**src/rtl/apb_bridge.sv**
```systemverilog
// APB master bridge for the processor memory port: one transfer register, one
// pending request slot, wait-state handling and a PREADY timeout abort.
module apb_bridge #(
    parameter int TIMEOUT = 16
) (
    input  logic        Clock,
    input  logic        Resetn,
    input  logic        req_en,
    input  logic        req_write,
    input  logic        req_sel,
    input  logic [7:0]  req_addr,
    input  logic [31:0] req_wdata,
    output logic [31:0] rdata,
    output logic        rsp_valid,
    output logic        rsp_err,
    output logic        req_drop,
    output logic        busy,
    output logic [7:0]  paddr,
    output logic [1:0]  psel,
    output logic        penable,
    output logic        pwrite,
    output logic [31:0] pwdata,
    input  logic [31:0] prdata,
    input  logic        pready,
    input  logic        pslverr
);

    localparam int CW = (TIMEOUT > 0) ? $clog2(TIMEOUT + 1) : 1;
    localparam logic [CW-1:0] TMO = CW'(TIMEOUT);
    localparam logic TMO_EN = (TIMEOUT > 0) ? 1'b1 : 1'b0;

    typedef enum logic [1:0] {
        IDLE   = 2'd0,
        SETUP  = 2'd1,
        ACCESS = 2'd2
    } state_t;

    function automatic logic [1:0] onehot_sel(input logic sel);
        return sel ? 2'b10 : 2'b01;
    endfunction

    state_t         state_r;
    state_t         state_nxt_s;
    logic [CW-1:0]  cnt_r;
    logic [7:0]     cur_addr_r;
    logic           cur_write_r;
    logic           cur_sel_r;
    logic [31:0]    cur_wdata_r;
    logic           pend_v_r;
    logic [7:0]     pend_addr_r;
    logic           pend_write_r;
    logic           pend_sel_r;
    logic [31:0]    pend_wdata_r;
    logic [1:0]     psel_r;
    logic           penable_r;
    logic [31:0]    rdata_r;
    logic           rsp_valid_r;
    logic           rsp_err_r;
    logic           req_drop_r;
    logic           busy_r;

    logic           launch_pend_s;
    logic           launch_req_s;
    logic           finish_s;
    logic           err_s;
    logic           rd_upd_s;
    logic           timeout_s;
    logic           pend_set_s;
    logic           drop_s;
    logic           pend_v_nxt_s;
    logic           sel_nxt_s;

    // Next-state, launch selection and pending-slot capture decisions.
    always_comb begin
        state_nxt_s   = state_r;
        launch_pend_s = 1'b0;
        launch_req_s  = 1'b0;
        finish_s      = 1'b0;
        err_s         = 1'b0;
        rd_upd_s      = 1'b0;
        pend_set_s    = 1'b0;
        drop_s        = 1'b0;
        timeout_s     = TMO_EN & (cnt_r == TMO);

        case (state_r)
            IDLE: begin
                if (pend_v_r) begin
                    launch_pend_s = 1'b1;
                end else if (req_en) begin
                    launch_req_s = 1'b1;
                end else begin
                    state_nxt_s = IDLE;
                end
            end
            SETUP: begin
                state_nxt_s = ACCESS;
            end
            ACCESS: begin
                if (pready || timeout_s) begin
                    finish_s = 1'b1;
                    err_s    = pready ? pslverr : 1'b1;
                    rd_upd_s = pready & ~cur_write_r & ~pslverr;
                    if (pend_v_r) begin
                        launch_pend_s = 1'b1;
                    end else if (req_en) begin
                        launch_req_s = 1'b1;
                    end else begin
                        state_nxt_s = IDLE;
                    end
                end else begin
                    state_nxt_s = ACCESS;
                end
            end
            default: begin
                state_nxt_s = IDLE;
            end
        endcase

        if (launch_pend_s || launch_req_s) begin
            state_nxt_s = SETUP;
        end else begin
            state_nxt_s = state_nxt_s;
        end

        // A launch from the slot frees it in the same cycle, so a new request can refill it.
        if (req_en && !launch_req_s) begin
            if (!pend_v_r || launch_pend_s) begin
                pend_set_s = 1'b1;
            end else begin
                drop_s = 1'b1;
            end
        end else begin
            pend_set_s = 1'b0;
        end

        pend_v_nxt_s = pend_set_s ? 1'b1 : (launch_pend_s ? 1'b0 : pend_v_r);
        sel_nxt_s    = launch_pend_s ? pend_sel_r : (launch_req_s ? req_sel : cur_sel_r);
    end

    // FSM state and saturating ACCESS wait counter.
    always_ff @(posedge Clock or negedge Resetn) begin
        if (!Resetn) begin
            state_r <= IDLE;
            cnt_r   <= {CW{1'b0}};
        end else begin
            state_r <= state_nxt_s;
            if (state_r == SETUP) begin
                cnt_r <= {CW{1'b0}};
            end else if ((state_r == ACCESS) && !pready && (cnt_r != {CW{1'b1}})) begin
                cnt_r <= cnt_r + CW'(1);
            end else begin
                cnt_r <= cnt_r;
            end
        end
    end

    // Transfer register: loaded only on launch so APB fields hold through ACCESS and IDLE.
    always_ff @(posedge Clock or negedge Resetn) begin
        if (!Resetn) begin
            cur_addr_r  <= 8'h00;
            cur_write_r <= 1'b0;
            cur_sel_r   <= 1'b0;
            cur_wdata_r <= 32'h0000_0000;
        end else if (launch_pend_s) begin
            cur_addr_r  <= pend_addr_r;
            cur_write_r <= pend_write_r;
            cur_sel_r   <= pend_sel_r;
            cur_wdata_r <= pend_wdata_r;
        end else if (launch_req_s) begin
            cur_addr_r  <= req_addr;
            cur_write_r <= req_write;
            cur_sel_r   <= req_sel;
            cur_wdata_r <= req_wdata;
        end
    end

    // Single-entry pending request slot.
    always_ff @(posedge Clock or negedge Resetn) begin
        if (!Resetn) begin
            pend_v_r     <= 1'b0;
            pend_addr_r  <= 8'h00;
            pend_write_r <= 1'b0;
            pend_sel_r   <= 1'b0;
            pend_wdata_r <= 32'h0000_0000;
        end else begin
            pend_v_r <= pend_v_nxt_s;
            if (pend_set_s) begin
                pend_addr_r  <= req_addr;
                pend_write_r <= req_write;
                pend_sel_r   <= req_sel;
                pend_wdata_r <= req_wdata;
            end
        end
    end

    // Registered APB control, response pulses, read data and busy flag.
    always_ff @(posedge Clock or negedge Resetn) begin
        if (!Resetn) begin
            psel_r      <= 2'b00;
            penable_r   <= 1'b0;
            rdata_r     <= 32'h0000_0000;
            rsp_valid_r <= 1'b0;
            rsp_err_r   <= 1'b0;
            req_drop_r  <= 1'b0;
            busy_r      <= 1'b0;
        end else begin
            psel_r      <= (state_nxt_s != IDLE) ? onehot_sel(sel_nxt_s) : 2'b00;
            penable_r   <= (state_nxt_s == ACCESS);
            rsp_valid_r <= finish_s;
            rsp_err_r   <= finish_s & err_s;
            req_drop_r  <= drop_s;
            busy_r      <= (state_nxt_s != IDLE) | pend_v_nxt_s;
            if (rd_upd_s) begin
                rdata_r <= prdata;
            end
        end
    end

    assign paddr     = cur_addr_r;
    assign pwrite    = cur_write_r;
    assign pwdata    = cur_wdata_r;
    assign psel      = psel_r;
    assign penable   = penable_r;
    assign rdata     = rdata_r;
    assign rsp_valid = rsp_valid_r;
    assign rsp_err   = rsp_err_r;
    assign req_drop  = req_drop_r;
    assign busy      = busy_r;

endmodule

```
**config.mk**
```make
export PLATFORM = sky130hd
export DESIGN_NAME = apb_bridge
export DESIGN_NICKNAME = d
export VERILOG_FILES = /design/src/rtl/apb_bridge.sv
export SDC_FILE = /design/constraint.sdc
export NUM_CORES = 1
export LEC_CHECK = 0
export ABC_CLOCK_PERIOD_IN_PS = 3400
export CORE_MARGIN = 2
export CORE_UTILIZATION = 51
export DETAILED_ROUTE_END_ITERATION = 7
export HOLD_SLACK_MARGIN = 0.15
export PLACE_DENSITY = 0.95
export SETUP_SLACK_MARGIN = 0.02
export SYNTH_ARGS = -nofsm -noshare
export SYNTH_HDL_FRONTEND = slang
export SYNTH_SLANG_ARGS = --single-unit
```
**constraint.sdc**
```tcl
create_clock -name Clock -period 3.4 [get_ports Clock]
set_input_delay 0.34 -clock Clock [delete_from_list [all_inputs] [get_ports Clock]]
set_output_delay 0.34 -clock Clock [all_outputs]
set_load 0.02 [all_outputs]
```
=== After elaboration in Yosys (flattened, before gate mapping) ===
Cells that the tools add are included.

* $mul: 0
* $lt $le $gt $ge: 0
* Shifts and indexed selects: 0
* Add/subtract/negate cells: 1
* Reduce and logical (&&, ||, !) cells: 13
* Bitwise gates (word level): 6
* Mux-type cells: 37
* Eq/ne operators: 5
* Div/mod/pow operators: 0

{| class="wikitable"
|+ Operator list
! operator !! count
|-
| 2-to-1 mux 32 bit || 2
|-
| 2-to-1 mux 1 bit || 22
|-
| 2-to-1 mux 8 bit || 2
|-
| 2-to-1 mux 2 bit || 6
|-
| 2-to-1 mux 5 bit || 2
|-
| one-hot mux 2 bit (3 select lines) || 1
|-
| nonzero test 2 bit || 3
|-
| adder 5 x 1 -> 5 bit, second input constant || 1
|-
| == test 5 bit, second input constant || 1
|-
| != test 5 bit, second input constant || 1
|-
| == test 2 bit, second input constant || 2
|-
| one-hot mux 1 bit (2 select lines) || 2
|-
| AND 1 bit || 3
|-
| logical AND 1 bit || 3
|-
| logical NOT 1 bit || 3
|-
| logical OR 1 bit || 3
|-
| == test 2 x 1 -> 1 bit, second input constant || 1
|-
| logical NOT 2 bit || 1
|-
| NOT 1 bit || 2
|-
| bitwise OR 1 bit || 1
|}

* Bits in writable memories: 0
* Latch bits: 0
* Bits in registers: 131
* Output and inout bits: 80
* Bits in read-only memories: 0
* Memories: 0

=== Depth between registers and ports, before layout ===
* Depth after elaboration: 9
* Mapped depth: 8

=== Worst setup path before layout ===
Ideal clock, no wire load.

* Path type: register to register
* From: register cnt_r[0]
* To: register pend_wdata_r[10]
* Required time: 3275 ps
* Data arrival time: 1802 ps
* Slack: 1473 ps
* Setup time: 125 ps
* Buffers on the path: 1
* Clock period less this slack: 1927 ps
* Stages on the path, launching flop included: 8
* Cells stage by stage: dfrtp_1 > inv_1 > ha_1 > and4bb_2 > nor3_2 > a211oi_4 > buf_6 > mux2_2

* Longest elaborated chain between the ends: 7
* Elaborated cells between the ends (all ways): 11

{| class="wikitable"
|+ Ends and longest elaborated chain
! element !! line !! source
|-
| start, declared || 44 || <nowiki>logic [CW-1:0] cnt_r;</nowiki>
|-
| start signal, assigned || 144 || <nowiki>cnt_r <= {CW{1'b0}};</nowiki>
|-
| start signal, assigned || 148 || <nowiki>cnt_r <= {CW{1'b0}};</nowiki>
|-
| start signal, assigned || 150 || <nowiki>cnt_r <= cnt_r + CW'(1);</nowiki>
|-
| == test 5 bit (*) || 83 || <nowiki>timeout_s = TMO_EN & (cnt_r == TMO);</nowiki>
|-
| logical OR 1 bit (*) || 99 || <nowiki>if (pready || timeout_s) begin</nowiki>
|-
| 2-to-1 mux 1 bit || 99 ||
|-
| one-hot mux 1 bit (2 select lines) || 85 || <nowiki>case (state_r)</nowiki>
|-
| logical OR 1 bit or logical NOT 1 bit (tied branches) || 127, 126 ||
|-
| 2-to-1 mux 1 bit or logical AND 1 bit (tied branches) || 127, 126 ||
|-
| 2-to-1 mux 1 bit (*) || 126 || <nowiki>if (req_en && !launch_req_s) begin</nowiki>
|-
| end signal, assigned || 191 || <nowiki>pend_wdata_r <= req_wdata;</nowiki>
|-
| end, declared || 53 || <nowiki>logic [31:0] pend_wdata_r;</nowiki>
|}

Every way passes the cells marked *; elsewhere a longest branch is shown, timed or not.
A chain may end at the register's enable or synchronous reset.

=== Worst setup path in the final report ===
* From: register pend_v_r
* To: register pend_wdata_r[25]

* Longest elaborated chain between the ends: 6
* Elaborated cells between the ends (all ways): 12

{| class="wikitable"
|+ Ends and longest elaborated chain
! element !! line !! source
|-
| start, declared || 49 || <nowiki>logic pend_v_r;</nowiki>
|-
| start signal, assigned || 186 || <nowiki>pend_v_r <= pend_v_nxt_s;</nowiki>
|-
| 2-to-1 mux 1 bit, on equally long branches || 87, 103 ||
|-
| 2-to-1 mux 1 bit || 99 ||
|-
| one-hot mux 1 bit (2 select lines) || 85 ||
|-
| logical OR 1 bit or logical NOT 1 bit (tied branches) || 127, 126 ||
|-
| 2-to-1 mux 1 bit or logical AND 1 bit (tied branches) || 127, 126 ||
|-
| 2-to-1 mux 1 bit (*) || 126 ||
|}

Marked as above.

==> load_flow_metrics.sql <==
INSERT INTO impl_metrics (metric_group, metric, value, unit) VALUES
('detailed_routing', 'wirelength', '12800', 'um'),
('detailed_routing', 'drt_first_pass_iters', '5', ''),
('floorplanning', 'io-pin-count', '159', ''),
('floorplanning', 'die-area', '0.0117', 'sq mm'),
('critical_path', 'worst_r2r_startpoint', 'pend_v_r', ''),
('sta', 'rsz0062_at_grt', 'no', ''),
('finish', 'area_growth', '40.0', '%'),
('synth', 'synth.yosys.seq_area_share', '59.4', '%'),
('floorplanning', 'coreArea', '0.0104', 'sq mm'),
('detailed_routing', 'wl_per_cell', '17.4', 'um'),
('synth', 'yosys.area.top_type_share', '59.4', '%'),
('finish', 'layout.nets', '672', ''),
('floorplanning', 'start_util', '53.0', '%'),
('cts', 'worst_skew_pair.late_latency', '0.51', 'ns'),
('critical_path', 'r2r_cells', '5', ''),
('worst_hold_path', 'holdPathEnd', 'rdata[24]', ''),
('cts', 'clock_tree.buffer_depth', '2', ''),
('global_route', 'grt_pass1_vias', '4279', ''),
('critical_path', 'critPathArrivalTime', '2.80', 'ns'),
('pwr', 'peakVddDrop', '0.563', 'mV'),
('placed_design', 'detailedPlacementHpwl', '8980', 'um'),
('synth', 'yosys_warnings', '0', ''),
('floorplanning', 'fp.dieW', '108', 'um'),
('sta', 'layout_min_cycle_time', '2.42', 'ns'),
('placed_design', 'buffer_ports.inserted', '158', ''),
('worst_hold_path', 'holdPathStages', '2', ''),
('cts', 'tritoncts', 'yes', ''),
('sta', 'timing.slew.headroom', '43.3', '%'),
('pwr', 'p_per_area', '1010', 'mW/mm^2'),
('global_route', 'grt_antenna_before_repair', '0', ''),
('synth', 'synth-seq-cells', '131', ''),
('flow_run', 'cap_viol_max_count', '0', ''),
('sta', 'timing.final.max_slew_violations', '0', ''),
('synth', 'syn_nets', '512', ''),
('sta', 'skew', '0.00782', 'ns'),
('critical_path', 'worstPathMaxFanout', '42', ''),
('pwr', 'static_power_due_to_leakage', '3.38', 'nW'),
('critical_path', 'critical_path.endpoint_type', 'register', ''),
('worst_hold_path', 'timing.hold.worst.class', 'primary input to register', ''),
('critical_path', 'critPathRequiredTime', '3.79', 'ns'),
('synth', 'post_synth_edffs', '0', ''),
('synth', 'cell_area_synth', '0.00552', 'sq mm'),
('floorplanning', 'fp.dieH', '108', 'um'),
('finish', 'instances_no_fill', '735', ''),
('run_status', 'run_status', 'finished clean', ''),
('sta', 'timing.setup.tns', '0', 'ns'),
('critical_path', 'rr_endpoint', 'pend_wdata_r[25]', ''),
('synth', 'postSynth.topFlopCell', 'sky130_fd_sc_hd__dfrtp_1', ''),
('finish', 'post_route_cells_drive_above_1_share', '13.9', '%'),
('synth', 'post_synth.cell_area_avg', '12.8', 'sq um'),
('synth', 'synth.most_common_cell', 'sky130_fd_sc_hd__dfrtp_1', ''),
('detailed_routing', 'drt.antenna.violating_nets', '0', ''),
('detailed_routing', 'drt-vias-per-instance', '5.41', ''),
('global_route', 'globalRoute.totalOverflow', '0', ''),
('global_route', 'grt_first_pass_wirelength', '20800', 'um'),
('worst_hold_path', 'hp-start', 'prdata[24]', ''),
('cts', 'cts.reportedPaths.clkPinSlew', '0.06', 'ns'),
('floorplanning', 'num_rows', '37', ''),
('critical_path', 'critical_path_class', 'register to register', ''),
('sta', 'maxClockFrequency', '414', 'MHz'),
('synth', 'dominant_cell_type_by_area_after_synthesis', 'sky130_fd_sc_hd__dfrtp_1', ''),
('synth', 'synthDistinctLibCells', '35', ''),
('cts', 'cts_sinks', '131', ''),
('placed_design', 'finalWeightedCongestion', '0.801', ''),
('sta', 'final.period_utilization', '71.1', '%'),
('synth', 'gate_count_post_synth', '430', ''),
('sta', 'timing_hold_violations_final', '0', ''),
('cts', 'max_h_tree_level', '4', ''),
('synth', 'async_reset_ff_share', '100', '%'),
('detailed_routing', 'drt_iter0_markers', '125', ''),
('critical_path', 'r2r_setup_slack', '0.98', 'ns');
## state kept, by name, indices dropped and copies added, names as in the netlist
| name | count |
|---|---|
| pwdata | 32 |
| pend_sel_r | 1 |
| pend_addr_r | 8 |
| cnt_r | 5 |
| paddr | 8 |
| penable | 1 |
| rsp_valid | 1 |
| pwrite | 1 |
| state_r | 2 |
| rsp_err | 1 |
| psel | 2 |
| rdata | 32 |
| req_drop | 1 |
| busy | 1 |
| cur_sel_r | 1 |
| pend_wdata_r | 32 |
| pend_write_r | 1 |
| pend_v_r | 1 |
## how the worst max path moves through the flow
| stage | start | end | slack, ns | depth (start not counted) |
|---|---|---|---|---|
| 6_report | pend_v_r | pend_wdata_r[25] | 0.98 | 5 |
| 3_3_place_gp | pready | pend_wdata_r[3] | 0.85 | 6 |
| 2_1_floorplan | cnt_r[0] | pend_wdata_r[10] | 1.47 | 7 |
| 5_1_grt | pend_v_r | pend_addr_r[2] | 0.86 | 5 |
| 4_1_cts | pend_v_r | pend_addr_r[2] | 0.97 | 5 |
| 3_5_place_dp | pready | pend_wdata_r[7] | 0.77 | 6 |
## kinds of logic after synthesis
kind of cell               after synthesis  synth area share, %
DFF                                    131                 59.4
muxes                                  117                 22.9
and+or+nand+nor                         83                 7.28
AOI/OAI and AO/OA                       65                 6.64
buffers and inverters                   31                 3.04
adders and majority gates                3                0.680
## stage by stage
step	hold WS, ns	worst slack (ns)	cell area, sq um	total power, W
global placement	0.473	0.849	7200	0.00602
detailed placement	0.481	0.768	7200	0.00623
floorplan	0.0444	1.47	5520	0.00482
finish	0.441	0.983	7730	0.00781
global route	0.421	0.859	7730	0.00828
CTS	0.418	0.969	7730	0.00789
## layout make-up
class                           instances  area, sq um
Sequential cell                       131         3280
Fill cell                             683         2690
Multi-Input combinational cell        268         2080
Timing Repair Buffer                  165         1650
Clock buffer                           22          463
Tap cell                              136          170
Clock inverter                          6         57.6
Inverter                                7         26.3
## routing by layer
layer	up-vias	routed length, um	global-route usage, %
met5	-	0	0
met4	0	291	9.89
met3	24	738	6.21
met2	136	6730	41.2
met1	1987	5000	26.9
li1	1827	-	-
## placed cells by master, fill, tap and decap left out, types with 2 or more instances in the layout
master and count:
sky130_fd_sc_hd__clkbuf_8 4, sky130_fd_sc_hd__nand2b_1 6, sky130_fd_sc_hd__clkdlybuf4s50_1 157, sky130_fd_sc_hd__clkbuf_16 16, sky130_fd_sc_hd__dfrtp_1 130, sky130_fd_sc_hd__mux2i_1 41
sky130_fd_sc_hd__clkinv_2 4, sky130_fd_sc_hd__nor2_1 49, sky130_fd_sc_hd__clkbuf_1 2, sky130_fd_sc_hd__buf_4 6, sky130_fd_sc_hd__o22ai_1 3, sky130_fd_sc_hd__and3_1 4
sky130_fd_sc_hd__nand2_1 11, sky130_fd_sc_hd__nor3_1 4, sky130_fd_sc_hd__a21oi_1 46, sky130_fd_sc_hd__ha_1 3, sky130_fd_sc_hd__inv_1 7, sky130_fd_sc_hd__o21ai_0 9
sky130_fd_sc_hd__mux2_1 32, sky130_fd_sc_hd__mux2_2 44
## critical path, stage by stage (launching register included)
cell,delay (ns)
sky130_fd_sc_hd__dfrtp_2,0.80
sky130_fd_sc_hd__nand2b_1,0.19
sky130_fd_sc_hd__o21ai_1,0.11
sky130_fd_sc_hd__a211oi_4,0.25
sky130_fd_sc_hd__buf_4,0.50
sky130_fd_sc_hd__mux2_1,0.40
## repair_timing
| item | in CTS | in global routing |
|---|---|---|
| hold buffers | 1 | 0 |
| buffers inserted | 0 | 0 |
| endpoints found under the hold margin | 66 | 0 |
| gates resized for setup | 0 | 0 |
## where the power goes
part           switching [W]  internal, W
logic                0.00168      0.00168
clock network       0.000602      0.00100
registers           0.000520      0.00232
No activity file was read; power rests on OpenSTA's default activity.
